--- config.mk ---
export PLATFORM = sky130hd
export DESIGN_NAME = gon_multicast_sender
export DESIGN_NICKNAME = d
export VERILOG_FILES = /design/src/rtl/gon_multicast_sender.sv
export SDC_FILE = /design/constraint.sdc
export NUM_CORES = 1
export LEC_CHECK = 0
export CAP_MARGIN = 30
export CORE_MARGIN = 2
export CORE_UTILIZATION = 39
export CTS_CLUSTER_DIAMETER = 80
export DETAILED_ROUTE_END_ITERATION = 12
export PLACE_DENSITY = 0.81
export SYNTH_ARGS = -nofsm -noshare
export SYNTH_HDL_FRONTEND = slang
export SYNTH_SLANG_ARGS = --single-unit
--- constraint.sdc ---
create_clock -name clk -period 2.7 [get_ports clk]
set_clock_uncertainty 0.05 [all_clocks]
set_input_delay 0.81 -clock clk [delete_from_list [all_inputs] [get_ports clk]]
set_output_delay 0.81 -clock clk [all_outputs]
set_load 0.03 [all_outputs]
--- src/rtl/gon_multicast_sender.sv ---
// GON multicast transmit end: sweeps receiver IDs through one-hot set_id strobes,
// then issues tagged packets on the shared bus, dropping any not accepted within TIMEOUT cycles.
`ifndef XID_BITS
`define XID_BITS 8
`endif

module gon_multicast_sender #(
  parameter int ID_SIZE    = `XID_BITS,
  parameter int DATA_WIDTH = 32,
  parameter int NUM_CTRL   = 8,
  parameter int TIMEOUT    = 255,
  parameter int CNT_WIDTH  = 8
) (
  input  logic                         clk,
  input  logic                         rst,
  input  logic                         cfg_start,
  input  logic [NUM_CTRL*ID_SIZE-1:0]  cfg_ids,
  output logic                         cfg_busy,
  output logic [NUM_CTRL-1:0]          set_id,
  output logic [ID_SIZE-1:0]           id_out,
  input  logic                         in_valid,
  output logic                         in_ready,
  input  logic [ID_SIZE-1:0]           in_tag,
  input  logic [DATA_WIDTH-1:0]        in_data,
  output logic                         valid_out,
  output logic [ID_SIZE-1:0]           tag,
  output logic [DATA_WIDTH-1:0]        data_out,
  input  logic                         ready_in,
  output logic                         drop_pulse,
  output logic [CNT_WIDTH-1:0]         drop_count
);

  localparam int KW = (NUM_CTRL > 1) ? $clog2(NUM_CTRL) : 1;
  localparam int TW = (TIMEOUT > 1) ? $clog2(TIMEOUT) : 1;
  localparam logic [KW-1:0] K_LAST = KW'(NUM_CTRL - 1);
  localparam logic [TW-1:0] T_LAST = TW'(TIMEOUT - 1);

  typedef enum logic [1:0] {IDLE, CFG, SEND} state_t;

  state_t                  state, state_nx;
  logic                    held;
  logic [ID_SIZE-1:0]      tag_q;
  logic [DATA_WIDTH-1:0]   data_q;
  logic [TW-1:0]           timer;
  logic [KW-1:0]           k;
  logic                    drop_pulse_q;
  logic [CNT_WIDTH-1:0]    drop_count_q;
  logic                    load, accept, drop;

  always_ff @(posedge clk or negedge rst) begin
    if (!rst) state <= IDLE;
    else      state <= state_nx;
  end

  // in_ready is gated by rst so it reads 0 while reset is asserted even though state is IDLE
  always_comb begin
    state_nx = state;
    cfg_busy = 1'b0;
    set_id   = '0;
    id_out   = '0;
    in_ready = 1'b0;
    load     = 1'b0;
    accept   = 1'b0;
    drop     = 1'b0;
    unique case (state)
      IDLE: begin
        in_ready = rst & ~cfg_start;
        if (cfg_start) state_nx = CFG;
        else if (in_valid) begin
          load     = 1'b1;
          state_nx = SEND;
        end
      end
      CFG: begin
        cfg_busy = 1'b1;
        set_id   = NUM_CTRL'(1) << k;
        id_out   = cfg_ids[k*ID_SIZE +: ID_SIZE];
        if (k == K_LAST) state_nx = IDLE;
      end
      SEND: begin
        if (ready_in) begin
          accept   = 1'b1;
          in_ready = rst;
          if (in_valid) load = 1'b1;
          else          state_nx = IDLE;
        end else if (timer == T_LAST) begin
          drop     = 1'b1;
          state_nx = IDLE;
        end
      end
      default: state_nx = IDLE;
    endcase
  end

  always_ff @(posedge clk or negedge rst) begin
    if (!rst) begin
      held         <= 1'b0;
      tag_q        <= '0;
      data_q       <= '0;
      timer        <= '0;
      k            <= '0;
      drop_pulse_q <= 1'b0;
      drop_count_q <= '0;
    end else begin
      drop_pulse_q <= drop;
      if (drop && drop_count_q != '1) drop_count_q <= drop_count_q + 1'b1;
      if (state == CFG && k != K_LAST) k <= k + 1'b1;
      else                             k <= '0;
      if (load) begin
        held   <= 1'b1;
        tag_q  <= in_tag;
        data_q <= in_data;
        timer  <= '0;
      end else if (accept || drop) begin
        held  <= 1'b0;
        timer <= '0;
      end else if (held) begin
        timer <= timer + 1'b1;
      end
    end
  end

  assign valid_out  = held;
  assign tag        = tag_q;
  assign data_out   = data_q;
  assign drop_pulse = drop_pulse_q;
  assign drop_count = drop_count_q;

endmodule
==> out/qor.tcl <==
set qor(gr-total-overflow) 0
set qor(post_drt_via_cell_ratio) 4.92
set qor(min_period_over_period_pct) 100
set qor(finalSetupViolations) 1
set qor(critical_path.reg2reg.startpoint) {state[1]}
set qor(flow.area_growth_from_synthesis_pct) 67.9
set qor(vdd_drop_max_v) 0.000353
set qor(grt.busiest_layer) {met2}
set qor(final_max_slew_viol_count) 0
set qor(violations_in_the_final_reports) {setup timing}
set qor(yosysMostFrequentCell) {dfrtp_1}
set qor(power_switching_mw) 2.38
set qor(holdCritPathClass) {in2async}
set qor(ctsRootBufferMaster) {clkbuf_8}
set qor(synth.top_cells.by_area) {dfrtp_1 (49%), mux2_1 (14%), mux4_2 (11%)}
set qor(finalWeightedCongestion) 0.874
set qor(p_clk_share_pct) 13.8
set qor(cell_internal_pwr_mw) 3.30
set qor(cts.sink_count) 63
set qor(share_of_yosys_cell_area_claimed_by_the_top_area_cell_type_pct) 49.5
set qor(timing.fmax_mhz) 370
set qor(synth_async_sr_flop_share_pct) 100
set qor(timing.critical_path.to_type) {primary output}
set qor(die_w_um) 94.4
set qor(power.sequential.fraction_pct) 27.7
set qor(worst_setup_path_start_kind) {primary input}
set qor(crit_arrival_ps) 1840
set qor(cp_num_buf_inv) 2
set qor(via_count) 2681
set qor(ff2ff_setup_slack_ps) 580
set qor(grt_pass1_vias) 2745
set qor(pwr_density_cell_nw_per_um2) 1060
set qor(post_route_cells_drive_above_1_share_pct) 19.2
set qor(global_route_wire_length_before_repair_mm) 13.7
set qor(avgRoutedWirePerCell_um) 16.5
set qor(worst_path_dominant_cell_family) {multiplexers}
set qor(drt_first_iter_violations) 59
set qor(worst_r2r_path_depth) 7
set qor(ios) 177
set qor(met3_usage_pct) 5.83
set qor(total_number_of_nets_in_the_final_design) 556
set qor(row_count) 32
set qor(finalSetupTns_ps) -4.76
set qor(grt.met1_usage_pct) 24.6
set qor(worstMarginPinSlew_ps) 751
set qor(cp_slowest_cell) {mux4_2}
set qor(critical_path.reg2reg.endpoint) {data_out[25]}
set qor(path_max_fanout) 1
set qor(initial_antenna_violation_count) 0
set qor(synth_flop_cell) {dfrtp_1}
set qor(origin_of_the_worst_setup_path) {cfg_ids[18]}
set qor(worst-endpoint-required_ps) 1840
set qor(fill_cells) 623
set qor(synth_largest_area_cell) {dfrtp_1}
set qor(clock_path_buffers) 2
set qor(synth.yosys.warnings) 0
set qor(final_period_minus_worst_setup_slack_ps) 2700
set qor(leakagePower_nw) 2.44
set qor(ant_nets) 0
set qor(worst_skew_late_latency_ps) 330
set qor(path_cells) {dlygate4sd2_1 > mux4_2 > nand2_2 > a21oi_2 > buf_6}
set qor(core_area_um2) 7810
set qor(hold_buffers) 0
set qor(post-route-util_pct) 68.5
set qor(pre_cts_slack_ps) -643
set qor(remaining_drc_errors) 0
set qor(netSwitchingFraction_pct) 42.0
set qor(portBuffers) 176
set qor(synth_enable_flop_cells) 0
set qor(htree_num_levels) 3
set qor(cts_inserted_buffers) 9
set qor(hold_violations) 0
set qor(synthDistinctLibCells) 34
set qor(die_height_um) 94.4
set qor(global_route.usage.total_pct) 20.1
set qor(grt_use_met2_pct) 34.8
set qor(timing.max_cap.violations) 0
set qor(initial_utilization_pct) 40.8
set qor(timing.setup.critical_path_class) {in2out}
set qor(route.final.wire_length_mm) 9.00
set qor(cts_tree) {built}
set qor(most_frequent_cells_after_synthesis) {dfrtp_1 (63), mux2_1 (41), nand2_1 (23)}
set qor(outcome) {finished, violations left}
set qor(combinationalPowerShare_pct) 58.5
set qor(slowest_delay_ps) 480
set qor(grt_start_max_net_pins) 63
set qor(drt_pass1_iterations) 4
set qor(synthesis.area_um2) 3190
set qor(detailed_place_hpwl_mm) 7.08
set qor(slew-limit-headroom_pct) 49.9
set qor(clkSlewWorstSetupHoldPaths_ps) 70
set qor(ant_cells) 0
set qor(number_of_instances_in_the_synthesized_netlist) 251
set qor(synth-seq-cells) 63
set qor(ys_seq_area_share_pct) 49.5
set qor(floorplan.die_area_um2) 8910
set qor(synth.avg_cell_area_um2) 12.7
set qor(post-route-worst-setup-slack_ps) -4.76
set qor(mapped_nets) 369
## layout by cell type, fill, tap and decap left out, drive strengths merged, types with 3 or more instances in the layout
master,count
nor3,4
clkdlybuf4s15,3
mux4,16
ha,9
nand4,4
xnor2,4
inv,9
dfrtp,63
clkbuf,10
a211oi,3
o21ai,4
a21oi,10
dlygate4sd2,60
nor2,14
clkdlybuf4s50,91
and2,3
mux2,41
clkinv,4
and3,6
nand2,23
dlymetal6s2s,8
xor2,8
nand3,4
buf,27
## area by class of cell
| type | count | area (µm²) | area share [%] |
|---|---|---|---|
| flip-flops and latches | 63 | 1580 | 29.5 |
| inverters | 9 | 33.8 | 0.631 |
| clock inverters | 6 | 61.3 | 1.15 |
| multi-input cells | 166 | 1590 | 29.7 |
| clock buffers | 10 | 128 | 2.39 |
| repair buffers | 189 | 1830 | 34.3 |
| well taps | 102 | 128 | 2.39 |
## worst max path at each step
| stage | to | cells after the start |
|---|---|---|
| floorplan | id_out[6] | 5 |
| global route | id_out[2] | 5 |
| finish | id_out[2] | 5 |
| detailed placement | id_out[2] | 5 |
| CTS | id_out[2] | 5 |
| global placement | id_out[2] | 5 |
## power groups by stage
| stage | registers (mW) | logic, mW | clock network (mW) |
|---|---|---|---|
| 6_report | 1.57 | 3.32 | 0.781 |
| 5_1_grt | 1.62 | 3.52 | 0.859 |
| 4_1_cts | 1.57 | 3.26 | 0.800 |
| 3_5_place_dp | 1.59 | 3.26 | 0 |
| 3_3_place_gp | 1.56 | 3.19 | 0 |
| 2_1_floorplan | 2.18 | 1.26 | 0 |
## repair_timing
action	4_1_cts	5_1_grt
buffers inserted	1	0
pin swaps	18	3
hold endpoints to repair	0	0
setup endpoints to repair	13	6
gates resized for setup	125	26
## registers in the layout (all words and copies together), names as in the netlist
name and cells:
data_out 32, drop_count 8, drop_pulse 1, k 3, state 2, tag 8, timer 8, valid_out 1
## layer usage
metal  routed length, µm  vias to the layer above
met4                 142                        0
li1                    -                     1277
met2                4530                       95
met5                   0                        -
met1                3720                     1294
met3                 605                       15
## metrics by stage
| stage | power (mW) | cell area, µm² | hold slack, ps | cells |
|---|---|---|---|---|
| 4_1_cts | 5.63 | 5280 | 205 | 545 |
| 3_3_place_gp | 4.76 | 5130 | 417 | 528 |
| 2_1_floorplan | 3.44 | 3190 | 421 | 251 |
| 6_report | 5.68 | 5350 | 215 | 545 |
| 5_1_grt | 6.00 | 5350 | 196 | 545 |
| 3_5_place_dp | 4.85 | 5130 | 424 | 528 |
## cells by family (layout without fill, tap and decap cells)
group / after synthesis / after routing / synth area share (%)
buffers and inverters: 22 / 214 / 3.06
flip-flops: 63 / 63 / 49.5
multiplexers: 57 / 57 / 25.8
XOR/XNOR: 12 / 12 / 3.30
AND/OR/NAND/NOR: 67 / 67 / 11.0
adder cells (fa/ha/maj): 9 / 9 / 3.53
AO/OA/AOI/OAI: 21 / 21 / 3.89
## worst register-to-register path, stage by stage (launching register included)
cell and delay [ps]:
dfrtp_1 370, buf_4 150, or2_1 230, buf_4 140, buf_4 130, a211oi_4 260
buf_12 260, mux2_1 410
Power figures use the tool's default switching activity.
